--- config.mk ---
export PLATFORM = sky130hd
export DESIGN_NAME = multicycle_sequencer_flat
export DESIGN_NICKNAME = d
export VERILOG_FILES = /design/src/rtl/multicycle_sequencer_pkg.sv /design/src/rtl/multicycle_sequencer_if.sv /design/src/rtl/multicycle_sequencer_link_register.sv /design/src/rtl/multicycle_sequencer.sv /design/src/flat_wrapper.sv
export SDC_FILE = /design/constraint.sdc
export NUM_CORES = 1
export LEC_CHECK = 0
export CORE_ASPECT_RATIO = 1.2
export CORE_MARGIN = 2
export CORE_UTILIZATION = 50
export DETAILED_ROUTE_END_ITERATION = 16
export DONT_BUFFER_PORTS = 1
export GPL_ROUTABILITY_DRIVEN = 0
export PLACE_DENSITY = 0.63
export SKIP_LAST_GASP = 1
export SYNTH_ARGS = -nofsm -noshare
export SYNTH_HDL_FRONTEND = slang
export SYNTH_SLANG_ARGS = --single-unit
--- constraint.sdc ---
create_clock -name CLK -period 2.25 [get_ports CLK]
set_input_delay 0.1125 -clock CLK [delete_from_list [all_inputs] [get_ports CLK]]
set_output_delay 0.1125 -clock CLK [all_outputs]
set_load 0.03 [all_outputs]
--- src/rtl/multicycle_sequencer_pkg.sv ---
// Shared types for the multicycle sequencer: FSM state encoding
// and default address geometry for the LL/SC link register.
package multicycle_sequencer_pkg;

   localparam int ADDR_W_DEF   = 32;
   localparam int OFFSET_W_DEF = 2;

   typedef enum logic [2:0] {
      FETCH  = 3'd0,
      DECODE = 3'd1,
      EXEC   = 3'd2,
      MEM    = 3'd3,
      WB     = 3'd4,
      HALT   = 3'd5
   } mc_state_t;

endpackage

--- src/rtl/multicycle_sequencer_if.sv ---
// Sequencer <-> datapath/cache bundle. The master side is the
// sequencer; the slave side is the datapath, caches and decoder.
interface multicycle_sequencer_if #(
   parameter int ADDR_W = 32
);
   logic              RegWen;
   logic              mem2reg;
   logic              MemWrite;
   logic              atomic;
   logic              halt;
   logic              ihit;
   logic              dhit;
   logic [ADDR_W-1:0] daddr;
   logic              snp_inv;
   logic [ADDR_W-1:0] snp_addr;
   logic              iREN;
   logic              dREN;
   logic              dWEN;
   logic              ir_en;
   logic              pc_en;
   logic              reg_wen;
   logic              sc_result;
   logic              halted;
   logic [2:0]        state;

   modport master (
      input  RegWen, mem2reg, MemWrite, atomic, halt,
      input  ihit, dhit, daddr, snp_inv, snp_addr,
      output iREN, dREN, dWEN, ir_en, pc_en, reg_wen,
      output sc_result, halted, state
   );

   modport slave (
      output RegWen, mem2reg, MemWrite, atomic, halt,
      output ihit, dhit, daddr, snp_inv, snp_addr,
      input  iREN, dREN, dWEN, ir_en, pc_en, reg_wen,
      input  sc_result, halted, state
   );
endinterface

--- src/rtl/multicycle_sequencer_link_register.sv ---
// LL/SC link register: word-granular address compare, set on LL,
// cleared by a store to the linked word or a matching snoop.
module multicycle_sequencer_link_register #(
   parameter int ADDR_W   = 32,
   parameter int OFFSET_W = 2
) (
   input  logic              clk_i,
   input  logic              rst_i,
   input  logic              set_i,
   input  logic              st_clr_i,
   input  logic              snoop_i,
   input  logic [ADDR_W-1:0] addr_i,
   input  logic [ADDR_W-1:0] snp_addr_i,
   output logic              match_o,
   output logic              snp_cur_o
);
   localparam int HI = ADDR_W - 1;

   logic              valid_q, valid_d;
   logic [ADDR_W-1:0] addr_q, addr_d;
   logic              snp_link;
   logic              st_link;
   logic              unused_snp_lo;

   assign snp_link = snoop_i &&
      (snp_addr_i[HI:OFFSET_W] == addr_q[HI:OFFSET_W]);
   assign st_link = st_clr_i &&
      (addr_i[HI:OFFSET_W] == addr_q[HI:OFFSET_W]);
   assign match_o = valid_q &&
      (addr_i[HI:OFFSET_W] == addr_q[HI:OFFSET_W]);
   assign snp_cur_o = snoop_i &&
      (snp_addr_i[HI:OFFSET_W] == addr_i[HI:OFFSET_W]);
   assign unused_snp_lo = ^snp_addr_i[OFFSET_W-1:0];

   // A snoop landing with the LL fill is ordered before it.
   always_comb begin
      valid_d = valid_q;
      addr_d  = addr_q;
      if (set_i) begin
         valid_d = 1'b1;
         addr_d  = addr_i;
      end else if (st_link || snp_link) begin
         valid_d = 1'b0;
      end
   end

   always_ff @(posedge clk_i) begin
      if (rst_i) begin
         valid_q <= 1'b0;
         addr_q  <= '0;
      end else begin
         valid_q <= valid_d;
         addr_q  <= addr_d;
      end
   end

endmodule

--- src/rtl/multicycle_sequencer.sv ---
// Multicycle control FSM for the shared datapath: fetch, decode,
// execute, memory and write-back strobes, plus LL/SC resolution.
module multicycle_sequencer
   import multicycle_sequencer_pkg::*;
#(
   parameter int ADDR_W   = ADDR_W_DEF,
   parameter int OFFSET_W = OFFSET_W_DEF
) (
   input logic                    CLK,
   input logic                    RST,
   multicycle_sequencer_if.master io
);
   mc_state_t state_q, state_d;
   logic      sc_q, sc_d;
   logic      halted_q, halted_d;

   logic iren, dren, dwen, ir, pc, regw;
   logic ll_set, st_clr;
   logic link_match, snp_cur;
   logic is_mem, is_sc, is_ll, sc_ok;

   assign is_mem = io.mem2reg | io.MemWrite;
   assign is_sc  = io.atomic & io.MemWrite;
   assign is_ll  = io.atomic & io.mem2reg;
   assign sc_ok  = link_match & ~snp_cur;

   multicycle_sequencer_link_register #(
      .ADDR_W   (ADDR_W),
      .OFFSET_W (OFFSET_W)
   ) u_link (
      .clk_i      (CLK),
      .rst_i      (RST),
      .set_i      (ll_set),
      .st_clr_i   (st_clr),
      .snoop_i    (io.snp_inv),
      .addr_i     (io.daddr),
      .snp_addr_i (io.snp_addr),
      .match_o    (link_match),
      .snp_cur_o  (snp_cur)
   );

   always_comb begin
      state_d  = state_q;
      sc_d     = sc_q;
      halted_d = halted_q;
      iren     = 1'b0;
      dren     = 1'b0;
      dwen     = 1'b0;
      ir       = 1'b0;
      pc       = 1'b0;
      regw     = 1'b0;
      ll_set   = 1'b0;
      st_clr   = 1'b0;
      unique case (state_q)
         FETCH: begin
            iren = 1'b1;
            if (io.ihit) begin
               ir      = 1'b1;
               state_d = DECODE;
            end
         end
         DECODE: begin
            if (io.halt) begin
               state_d  = HALT;
               halted_d = 1'b1;
            end else begin
               state_d = EXEC;
            end
         end
         EXEC: begin
            if (is_sc) begin
               sc_d    = sc_ok;
               state_d = sc_ok ? MEM : WB;
            end else begin
               state_d = is_mem ? MEM : WB;
            end
         end
         MEM: begin
            dren = io.mem2reg & ~io.MemWrite;
            dwen = io.MemWrite;
            if (io.dhit) begin
               state_d = WB;
               ll_set  = is_ll;
               st_clr  = io.MemWrite;
            end
         end
         WB: begin
            pc      = 1'b1;
            regw    = io.RegWen;
            state_d = FETCH;
         end
         HALT: begin
            state_d = HALT;
         end
         default: begin
            state_d = FETCH;
         end
      endcase
   end

   always_ff @(posedge CLK) begin
      if (RST) begin
         state_q  <= FETCH;
         sc_q     <= 1'b0;
         halted_q <= 1'b0;
      end else begin
         state_q  <= state_d;
         sc_q     <= sc_d;
         halted_q <= halted_d;
      end
   end

   // Reset drops any in-flight cache request in the same cycle.
   assign io.iREN      = iren & ~RST;
   assign io.dREN      = dren & ~RST;
   assign io.dWEN      = dwen & ~RST;
   assign io.ir_en     = ir & ~RST;
   assign io.pc_en     = pc & ~RST;
   assign io.reg_wen   = regw & ~RST;
   assign io.sc_result = sc_q;
   assign io.halted    = halted_q;
   assign io.state     = state_q;

endmodule

--- src/flat_wrapper.sv ---
// flat-port wrapper written by rule: the top's interface ports become plain ports
module multicycle_sequencer_flat import multicycle_sequencer_pkg::*;
#(
   parameter int ADDR_W   = ADDR_W_DEF,
   parameter int OFFSET_W = OFFSET_W_DEF
)
  (CLK, RST, io_RegWen, io_mem2reg, io_MemWrite, io_atomic, io_halt, io_ihit, io_dhit, io_daddr, io_snp_inv, io_snp_addr, io_iREN, io_dREN, io_dWEN, io_ir_en, io_pc_en, io_reg_wen, io_sc_result, io_halted, io_state);
  multicycle_sequencer_if #(.ADDR_W(ADDR_W)) io_i ();
  input logic CLK;
  input logic RST;
  input wire logic [$bits(io_i.RegWen)-1:0] io_RegWen;
  input wire logic [$bits(io_i.mem2reg)-1:0] io_mem2reg;
  input wire logic [$bits(io_i.MemWrite)-1:0] io_MemWrite;
  input wire logic [$bits(io_i.atomic)-1:0] io_atomic;
  input wire logic [$bits(io_i.halt)-1:0] io_halt;
  input wire logic [$bits(io_i.ihit)-1:0] io_ihit;
  input wire logic [$bits(io_i.dhit)-1:0] io_dhit;
  input wire logic [$bits(io_i.daddr)-1:0] io_daddr;
  input wire logic [$bits(io_i.snp_inv)-1:0] io_snp_inv;
  input wire logic [$bits(io_i.snp_addr)-1:0] io_snp_addr;
  output wire logic [$bits(io_i.iREN)-1:0] io_iREN;
  output wire logic [$bits(io_i.dREN)-1:0] io_dREN;
  output wire logic [$bits(io_i.dWEN)-1:0] io_dWEN;
  output wire logic [$bits(io_i.ir_en)-1:0] io_ir_en;
  output wire logic [$bits(io_i.pc_en)-1:0] io_pc_en;
  output wire logic [$bits(io_i.reg_wen)-1:0] io_reg_wen;
  output wire logic [$bits(io_i.sc_result)-1:0] io_sc_result;
  output wire logic [$bits(io_i.halted)-1:0] io_halted;
  output wire logic [$bits(io_i.state)-1:0] io_state;
  assign io_i.RegWen = io_RegWen;
  assign io_i.mem2reg = io_mem2reg;
  assign io_i.MemWrite = io_MemWrite;
  assign io_i.atomic = io_atomic;
  assign io_i.halt = io_halt;
  assign io_i.ihit = io_ihit;
  assign io_i.dhit = io_dhit;
  assign io_i.daddr = io_daddr;
  assign io_i.snp_inv = io_snp_inv;
  assign io_i.snp_addr = io_snp_addr;
  assign io_iREN = io_i.iREN;
  assign io_dREN = io_i.dREN;
  assign io_dWEN = io_i.dWEN;
  assign io_ir_en = io_i.ir_en;
  assign io_pc_en = io_i.pc_en;
  assign io_reg_wen = io_i.reg_wen;
  assign io_sc_result = io_i.sc_result;
  assign io_halted = io_i.halted;
  assign io_state = io_i.state;
  multicycle_sequencer #(.ADDR_W(ADDR_W), .OFFSET_W(OFFSET_W)) u_core (.CLK(CLK), .RST(RST), .io(io_i));
endmodule
==> out/qor.yml, run 1 <==
start_kind: "flop"
std_cell_rows: 28
layout-drive-gt1-share: 0.07649
run_status: "completed"
ctsLongestPathBuffers: 2
dr.pass1.iters: 4
cts_buffers: 5
hp-class: "in -> reg"
htree_levels: 2
grt_pass1_vias: 2294
drc: 0
drtIter0Drc: 118
r2r-start: "u_core.io.state[2]$_SDFFE_PP0P_"
synth.net_count: 388
port_buffers: 0
p_seq_frac: 0.467
yosysMostFrequentCell: "nand2_1"
place_hpwl_mm: 4.929
path_max_fanout: 31
ys_warn_count: 0
intPower_uw: 1035
n_antenna_cell: 0
die-area_um2: 5531
chipHeight_um: 81.07
via_per_inst: 5.586
synth_enable_flop_cells: 0
io_pins: 85
fin_skew_ns: 0.004415
rsz0062_at_grt: "false"
finalCritPeriodShare: 0.9354
fin_crit_ns: 2.105
synthFlopType: "dfxtp_1"
finalSetupViolations: 0
power_density_nw_per_um2: 469.5
crit_path_start: "u_core.io.state[2]$_SDFFE_PP0P_"
drv_cap: 0
cts.clk_slew.worst_paths_ns: 0.07
synth_cell_types: 36
crit_arrival_ns: 2.34
max_slew_margin: 0.6654
vias: 2307
final_cells: 413
power_switching_share: 0.2712
start_util: 0.5119
leakagePower_uw: 0.001109
holdCritStartpoint: "io_MemWrite"
ant_nets: 0
finalHoldViolCount: 0
final_nets: 426
p_clk_frac: 0.345
syn_inst: 314
synth.area.top_cells: "dfxtp_1 29%, xnor2_1 16%, xor2_1 16%, nand2_1 10%, a21oi_1 6.7%"
netlist_area_um2: 2475
critPathRequiredTime_ns: 2.49
p_sw_uw: 385.2
grt.overflow.total: 0
synth_top_area_share: 0.2912
endpoint_kind: "flop"
worst_pin_slew_ns: 0.4973
cts_tree: "done"
grt_pass1_wl_mm: 10.92
grt_max_degree: 34
comb_power_share: 0.188
synth_top_area_cell: "dfxtp_1"
syn_to_final_growth_pct: 22.24
ir_worst_vdd_mv: 0.4013
core_area_um2: 4835
netlist_top_cells_count: "66 x nand2_1, 45 x xnor2_1, 45 x xor2_1"
grt_usage: 0.2685
ys_ff_latch: 36
yosysSeqAreaShare: 0.2912
cts_root_buf: "clkbuf_8"
clock_latency_ns: 0.30
drv_slew: 0
chipWidth_um: 68.23
drt_wl_total_mm: 6.988
async_flop_share: 0
fmax_mhz: 475.1
antenna_found_initial: 0
dp_cells: 371
clock_sinks: 36
wl_per_cell_um: 16.92
syn_avg_cell_area_um2: 7.882
fin_setup_tns_ns: 0
critical_path_class: "reg -> reg"
==> cell usage in the layout (no fill, tap or decap), types with 3 or more instances in the layout <==
| cell | instances |
|---|---|
| a21oi_1 | 33 |
| and3_1 | 3 |
| buf_4 | 9 |
| clkbuf_8 | 6 |
| dfxtp_1 | 35 |
| dlygate4sd3_1 | 33 |
| inv_1 | 3 |
| nand2_1 | 66 |
| nand3_1 | 5 |
| nand4_1 | 14 |
| nor2_1 | 7 |
| nor2b_1 | 3 |
| nor3_1 | 4 |
| nor4_1 | 11 |
| nor4_2 | 4 |
| xnor2_1 | 45 |
| xor2_1 | 45 |
==> power by group through the flow <==
stage                     combinational (µW)  sequential (µW)  clock (µW)
final                                    267              663         490
after global routing                     292              665         527
after CTS                                267              662         501
after detailed placement                 205              677           0
after global placement                   205              678           0
after floorplan                          171              675           0
==> repair_timing <==
item | in CTS | in global routing
setup buffers | 0 | 0
endpoints found under the hold margin | 34 | 0
setup endpoints to repair | 0 | 1
hold buffers | 34 | 0
resized for setup | 0 | 2
==> state kept, by name, summed over array words and instances (netlist names) <==
signal                 count
u_core.u_link.addr_q      30
u_core.u_link.valid_q      1
u_core.io.sc_result        1
u_core.io.halted           1
u_core.io.state            3
==> critical path, stage by stage (launching register included) <==
cell and delay, ns:
dfxtp_1 0.60, nor2_1 0.18, nand3_1 0.12, buf_4 0.34
nand2_1 0.10, a21oi_1 0.15, dlygate4sd3_1 0.57
==> logic make-up (layout without fill, tap and decap cells) <==
logic type,after synthesis,count (layout),synth area share
simple gates,124,124,0.2472
compound gates,48,48,0.1168
buf+inv,16,55,0.02629
flops,36,36,0.2912
xor+xnor,90,90,0.3185
==> final timing paths <==
check        cells after the start                                    end  slack [ns]
max                              6  u_core.u_link.addr_q[23]$_SDFFE_PP0P_        0.15
min                              3        u_core.io.state[1]$_SDFFE_PP0P_        0.04
max reg2reg                      6  u_core.u_link.addr_q[23]$_SDFFE_PP0P_        0.15
min reg2reg                      2  u_core.u_link.addr_q[22]$_SDFFE_PP0P_        0.49
==> metrics by stage <==
stage          area (µm²)  power, µW    util  worst slack, ns  hold slack (ns)
2_1_floorplan        2481      846.4       -          0.03441           0.2485
3_3_place_gp         2577      883.1  0.5331           0.3524           0.1865
3_5_place_dp         2577      882.5  0.5331           0.3720           0.1895
4_1_cts              3020       1431  0.6247          0.04105          0.03249
5_1_grt              3025       1484  0.6258         0.003554          0.08078
6_report             3025       1421  0.6258           0.1453          0.03891
==> per-layer routing <==
layer  GRT usage  share of wire  vias up
li1            -              -     1148
met1      0.3211           0.39     1081
met2      0.4650           0.52       71
met3     0.06510          0.072        7
met4     0.08600          0.018        0
met5           0              0        -
==> final cells by class <==
| type | count | area (µm²) |
|---|---|---|
| tap | 60 | 75.07 |
| clock inverter | 2 | 10.01 |
| multi-input combinational | 262 | 1695 |
| inverter | 3 | 11.26 |
| sequential | 36 | 721.9 |
| fill | 443 | 1809 |
| timing repair buffer | 44 | 429.2 |
| clock buffer | 6 | 82.58 |
(Power assumes the default switching activity.)
==> inputs of run 2 (changes only) <==
--- a/config.mk
+++ b/config.mk
@@ -5,13 +5,15 @@
 export SDC_FILE = /design/constraint.sdc
 export NUM_CORES = 1
 export LEC_CHECK = 0
+export CELL_PAD_IN_SITES_DETAIL_PLACEMENT = 1
+export CELL_PAD_IN_SITES_GLOBAL_PLACEMENT = 1
 export CORE_ASPECT_RATIO = 1.2
 export CORE_MARGIN = 2
-export CORE_UTILIZATION = 50
+export CORE_UTILIZATION = 45
 export DETAILED_ROUTE_END_ITERATION = 16
 export DONT_BUFFER_PORTS = 1
 export GPL_ROUTABILITY_DRIVEN = 0
-export PLACE_DENSITY = 0.63
+export PLACE_DENSITY = 0.77
 export SKIP_LAST_GASP = 1
 export SYNTH_ARGS = -nofsm -noshare
 export SYNTH_HDL_FRONTEND = slang
==> out/qor.yml, run 2 (synthesized netlist as in run 1, its figures left out) <==
layout-drive-gt1-share: 0.07386
multi_input_area_um2: 1697
ctsLongestPathBuffers: 2
cts_tree: "done"
antenna_found_initial: 0
fin_crit_ns: 2.127
finalCritPeriodShare: 0.9455
top_register: "u_core.u_link.addr_q"
path_cells: "and3_1, and3_2, buf_12, nand2_1, a21oi_1, dlygate4sd3_1"
critPathMaxStageDelay_ns: 0.55
drt_wl_total_mm: 8.349
run_status: "completed"
slowest_stage: "dlygate4sd3_1"
crit_buf_inv: 2
start_kind: "flop"
final_nets: 426
clock_latency_ns: 0.29
fin_skew_ns: 0.004280
finalHoldViolCount: 0
htree_levels: 2
cts_root_buf: "clkbuf_8"
max_slew_margin: 0.6072
drv_cap: 0
leakagePower_uw: 0.001109
wl_per_cell_um: 20.17
path_delay_family: "buffers and inverters"
drc: 0
crit_arrival_ns: 2.36
ant_nets: 0
start_util: 0.4672
core_area_um2: 5298
grt.overflow.total: 0
critPathRequiredTime_ns: 2.48
endpoint_kind: "flop"
die-area_um2: 6112
vias: 2381
largest_reg_flops: 30
place_hpwl_mm: 5.849
finalSetupViolations: 0
cts_buffers: 5
chipWidth_um: 71.70
io_pins: 85
port_buffers: 0
clock_sinks: 36
grt_pass1_vias: 2607
final_area_um2: 3040
grt_pass1_wl_mm: 13.24
fillers: 639
rsz0062_at_grt: "false"
chipHeight_um: 85.24
ir_worst_vdd_mv: 0.2771
path_max_fanout: 22
cts.clk_slew.worst_paths_ns: 0.07
fin_setup_tns_ns: 0
drv_slew: 0
final_common_cell: "nand2_1"
worst_pin_slew_ns: 0.5838
power_density_nw_per_um2: 477.7
postCtsSetupRepairBufs: 0
std_cell_rows: 29
drtIter0Drc: 121
grt_usage: 0.2823
seq_area_um2: 720.7
syn_to_final_growth_pct: 22.85
critical_path_class: "reg -> reg"
grt_max_degree: 34
n_antenna_cell: 0
dr.pass1.iters: 4
placed_area_um2: 2592
hp-class: "in -> reg"
via_per_inst: 5.751
final_cell_mix: "66 x nand2_1, 45 x xnor2_1, 45 x xor2_1"
fmax_mhz: 470.1
run 2: cell count changes in the layout (fill, tap and decap cells not counted), sizes merged:
cell,change
clkinv,-2
clkbuf,+1
run 2: area by class of cell:
type                    instances  share of cell area
repair buffers                 44              0.1440
clock buffers                   7             0.03169
inverters                       3            0.003704
multi-input cells             262              0.5580
flip-flops and latches         36              0.2370
well taps                      62             0.02551
run 2: tightest hold or removal path, cell delays in order:
cell and delay [ns]:
nand2_1 0.03, nor2_1 0.08, a21oi_1 0.07
run 2: routing by layer:
layer	vias up	part of all wire	GRT usage
li1	1142	-	-
met1	1160	0.38	0.3136
met2	71	0.54	0.5185
met3	8	0.066	0.07482
met4	0	0.012	0.08405
met5	-	0	0
run 2: final timing paths:
check | slack [ns] | cells past startpoint | endpoint | from
max | 0.12 | 6 | u_core.u_link.addr_q[21]$_SDFFE_PP0P_ | u_core.io.state[1]$_SDFFE_PP0P_
min | 0.05 | 3 | u_core.io.state[1]$_SDFFE_PP0P_ | io_MemWrite
max reg2reg | 0.12 | 6 | u_core.u_link.addr_q[21]$_SDFFE_PP0P_ | u_core.io.state[1]$_SDFFE_PP0P_
min reg2reg | 0.50 | 2 | u_core.u_link.addr_q[25]$_SDFFE_PP0P_ | u_core.u_link.addr_q[25]$_SDFFE_PP0P_
run 2: power by group:
group	total [µW]	switching (µW)	internal (µW)
Clock	511	238	273
Sequential	656	12.2	644
Combinational	285	138	147
run 2: timing repair:
item,in CTS,in global routing
hold buffers,34,0
endpoints found under the hold margin,34,0
gates resized for setup,0,1
setup endpoints to repair,0,1
run 2: through the flow:
step	utilization	setup WS, ns	instances	power, µW	hold slack, ns
2_1_floorplan	-	0.03441	314	846.4	0.2485
3_3_place_gp	0.4894	0.3486	373	886.2	0.1875
6_report	0.5739	0.1226	414	1453	0.05066
5_1_grt	0.5739	0.04052	414	1501	0.08236
3_5_place_dp	0.4894	0.2679	373	891.0	0.1891
4_1_cts	0.5737	0.02457	414	1464	0.04252
==> inputs of run 3 (changes only) <==
--- a/config.mk
+++ b/config.mk
@@ -9,7 +9,7 @@
 export CELL_PAD_IN_SITES_GLOBAL_PLACEMENT = 1
 export CORE_ASPECT_RATIO = 1.2
 export CORE_MARGIN = 2
-export CORE_UTILIZATION = 45
+export CORE_UTILIZATION = 46
 export DETAILED_ROUTE_END_ITERATION = 16
 export DONT_BUFFER_PORTS = 1
 export GPL_ROUTABILITY_DRIVEN = 0
@@ -17,4 +17,5 @@
 export SKIP_LAST_GASP = 1
 export SYNTH_ARGS = -nofsm -noshare
 export SYNTH_HDL_FRONTEND = slang
+export SYNTH_HIERARCHICAL = 1
 export SYNTH_SLANG_ARGS = --single-unit
==> out/qor.yml, run 3 <==
run_status: "completed"
grt_max_degree: 36
final_area_um2: 2995
final_common_cell: "xnor2_1"
n_antenna_cell: 0
grt.overflow.total: 0
crit_arrival_ns: 2.35
syn_inst: 273
fmax_mhz: 473.2
grt_pass1_vias: 2357
min_delay_worst_endpoint: "u_core/io.state[1]$_SDFFE_PP0P_"
yosysMostFrequentCell: "xnor2_1"
die-area_um2: 5916
wl_per_cell_um: 19.91
largest_reg_flops: 30
core_area_um2: 5225
hp-class: "in -> reg"
chipHeight_um: 83.86
io_pins: 85
r2r_cells: 9
critical_path_class: "reg -> reg"
cts.clk_slew.worst_paths_ns: 0.07
max_slew_margin: 0.7482
fin_setup_tns_ns: 0
rsz0062_at_grt: "false"
final_nets: 384
vias: 2051
cts_tree: "done"
path_max_fanout: 3
grt_usage: 0.2482
fin_crit_ns: 2.113
synth_cell_types: 31
finalHoldViolCount: 0
holdCritStartpoint: "io_halt"
drv_slew: 0
start_kind: "flop"
netlist_area_um2: 2445
r2r-start: "u_core/u_link/addr_q[5]$_SDFFE_PP0P_"
async_flop_share: 0
drtIter0Drc: 67
synth_top_area_share: 0.2948
worst-r2r-setup-slack_ns: 0.14
synth.area.top_cells: "dfxtp_1 29%, xnor2_1 22%, mux2i_1 13%, xor2_1 10%, nor2_1 5.8%"
antenna_found_initial: 0
finalCritPeriodShare: 0.9393
layout-drive-gt1-share: 0.08065
htree_levels: 2
finalSetupViolations: 0
leakagePower_uw: 0.001025
ys_ff_latch: 36
drt_wl_total_mm: 7.407
netlist_top_cells_count: "62 x xnor2_1, 38 x nor2_1, 36 x dfxtp_1"
postCtsSetupRepairBufs: 0
cts_root_buf: "clkbuf_8"
ant_nets: 0
power_density_nw_per_um2: 475.1
start_util: 0.4679
top_register: "u_core/u_link/addr_q"
syn_avg_cell_area_um2: 8.955
clock_sinks: 36
worstHoldPathCells: 2
via_per_inst: 5.513
endpoint_kind: "flop"
chipWidth_um: 70.55
dr.pass1.iters: 4
grt_pass1_wl_mm: 11.29
critPathRequiredTime_ns: 2.49
synth_enable_flop_cells: 0
drv_cap: 0
std_cell_rows: 29
place_hpwl_mm: 5.198
ir_worst_vdd_mv: 0.3254
yosysSeqAreaShare: 0.2948
cts_buffers: 5
syn_to_final_growth_pct: 22.52
port_buffers: 0
ys_warn_count: 6
fin_skew_ns: 0.005536
synth_top_area_cell: "dfxtp_1"
drc: 0
synthFlopType: "dfxtp_1"
clock_latency_ns: 0.29
synth.net_count: 347
ctsLongestPathBuffers: 2
worst_pin_slew_ns: 0.3742
r2r-end: "u_core/io.state[1]$_SDFFE_PP0P_"
placed_area_um2: 2574
final_cell_mix: "62 x xnor2_1, 38 x nor2_1, 36 x dfxtp_1"
==> run 3: cell types whose count changed in the layout (fill, tap and decap cells not counted), moves of 17 or more <==
cell | before | now
a21oi_1 | 33 | 4
mux2i_1 | 0 | 31
nand2_1 | 66 | 3
nor2_1 | 7 | 38
xnor2_1 | 45 | 62
xor2_1 | 45 | 28
==> run 3: timing repair <==
item                                    in CTS  in global routing
hold buffers                                30                  0
gates resized for setup                      0                  3
endpoints found under the hold margin       36                  0
endpoints found under the setup margin       0                  4
==> run 3: worst max-delay path by stage <==
stage                                          start  cells past startpoint                               to
2_1_floorplan        u_core/io.state[0]$_SDFFE_PP0P_                      3                         io_ir_en
3_3_place_gp                            io_daddr[13]                      8  u_core/io.state[1]$_SDFFE_PP0P_
3_5_place_dp   u_core/u_link/addr_q[24]$_SDFFE_PP0P_                      9  u_core/io.state[1]$_SDFFE_PP0P_
4_1_cts         u_core/u_link/addr_q[3]$_SDFFE_PP0P_                      9  u_core/io.state[1]$_SDFFE_PP0P_
5_1_grt        u_core/u_link/addr_q[21]$_SDFFE_PP0P_                      9  u_core/io.state[1]$_SDFFE_PP0P_
6_report        u_core/u_link/addr_q[5]$_SDFFE_PP0P_                      9  u_core/io.state[1]$_SDFFE_PP0P_
==> run 3: final cells by class <==
type	count	area (µm²)
repair buffers	40	397.9
clock buffers	7	96.34
multi-input cells	224	1692
well taps	62	77.57
inverters	3	11.26
flip-flops and latches	36	720.7
fillers	613	2230
==> run 3: stage by stage <==
step / hold WS [ns] / cells / util / setup slack, ns / power, µW
after floorplan: 0.1912 / 273 / - / 0.08439 / 830.8
after global placement: 0.1888 / 335 / 0.4926 / 0.07372 / 865.2
after detailed placement: 0.1916 / 335 / 0.4926 / 0.05740 / 868.2
after CTS: 0.03640 / 372 / 0.5704 / 0.03560 / 1439
after global routing: 0.04724 / 372 / 0.5733 / 0.003507 / 1479
final: 0.04700 / 372 / 0.5733 / 0.1366 / 1423
==> run 3: report_power, final <==
part	switching (µW)	internal (µW)
Clock	234	273
Combinational	125	140
Sequential	7.16	643
Total	367	1060
==> run 3: cell families after synthesis <==
group	after synthesis	synth area share
AND/OR/NAND/NOR	90	0.1914
buffers and inverters	13	0.02201
XOR/XNOR	90	0.3224
AO/OA/AOI/OAI	13	0.04248
flip-flops	36	0.2948
multiplexers	31	0.1269
==> run 3: worst max-delay path, cell delays in order (launching register included) <==
cell and delay, ns:
dfxtp_1 0.34, xor2_1 0.17, nor4_1 0.38, nand4_1 0.18, nor4_2 0.20, and2_1 0.16, nor2b_2 0.21, o2111ai_2 0.15
o41ai_2 0.09, o21a_1 0.17
==> run 3: per-layer routing <==
layer  GRT usage  share of wire  wire [µm]  vias up
met2      0.4657           0.53       3916       62
met4     0.07204          0.013         95        0
met5           0              0          0        -
li1            -              -          -     1009
met1      0.2703           0.40       2937      973
met3     0.06280          0.062        458        7
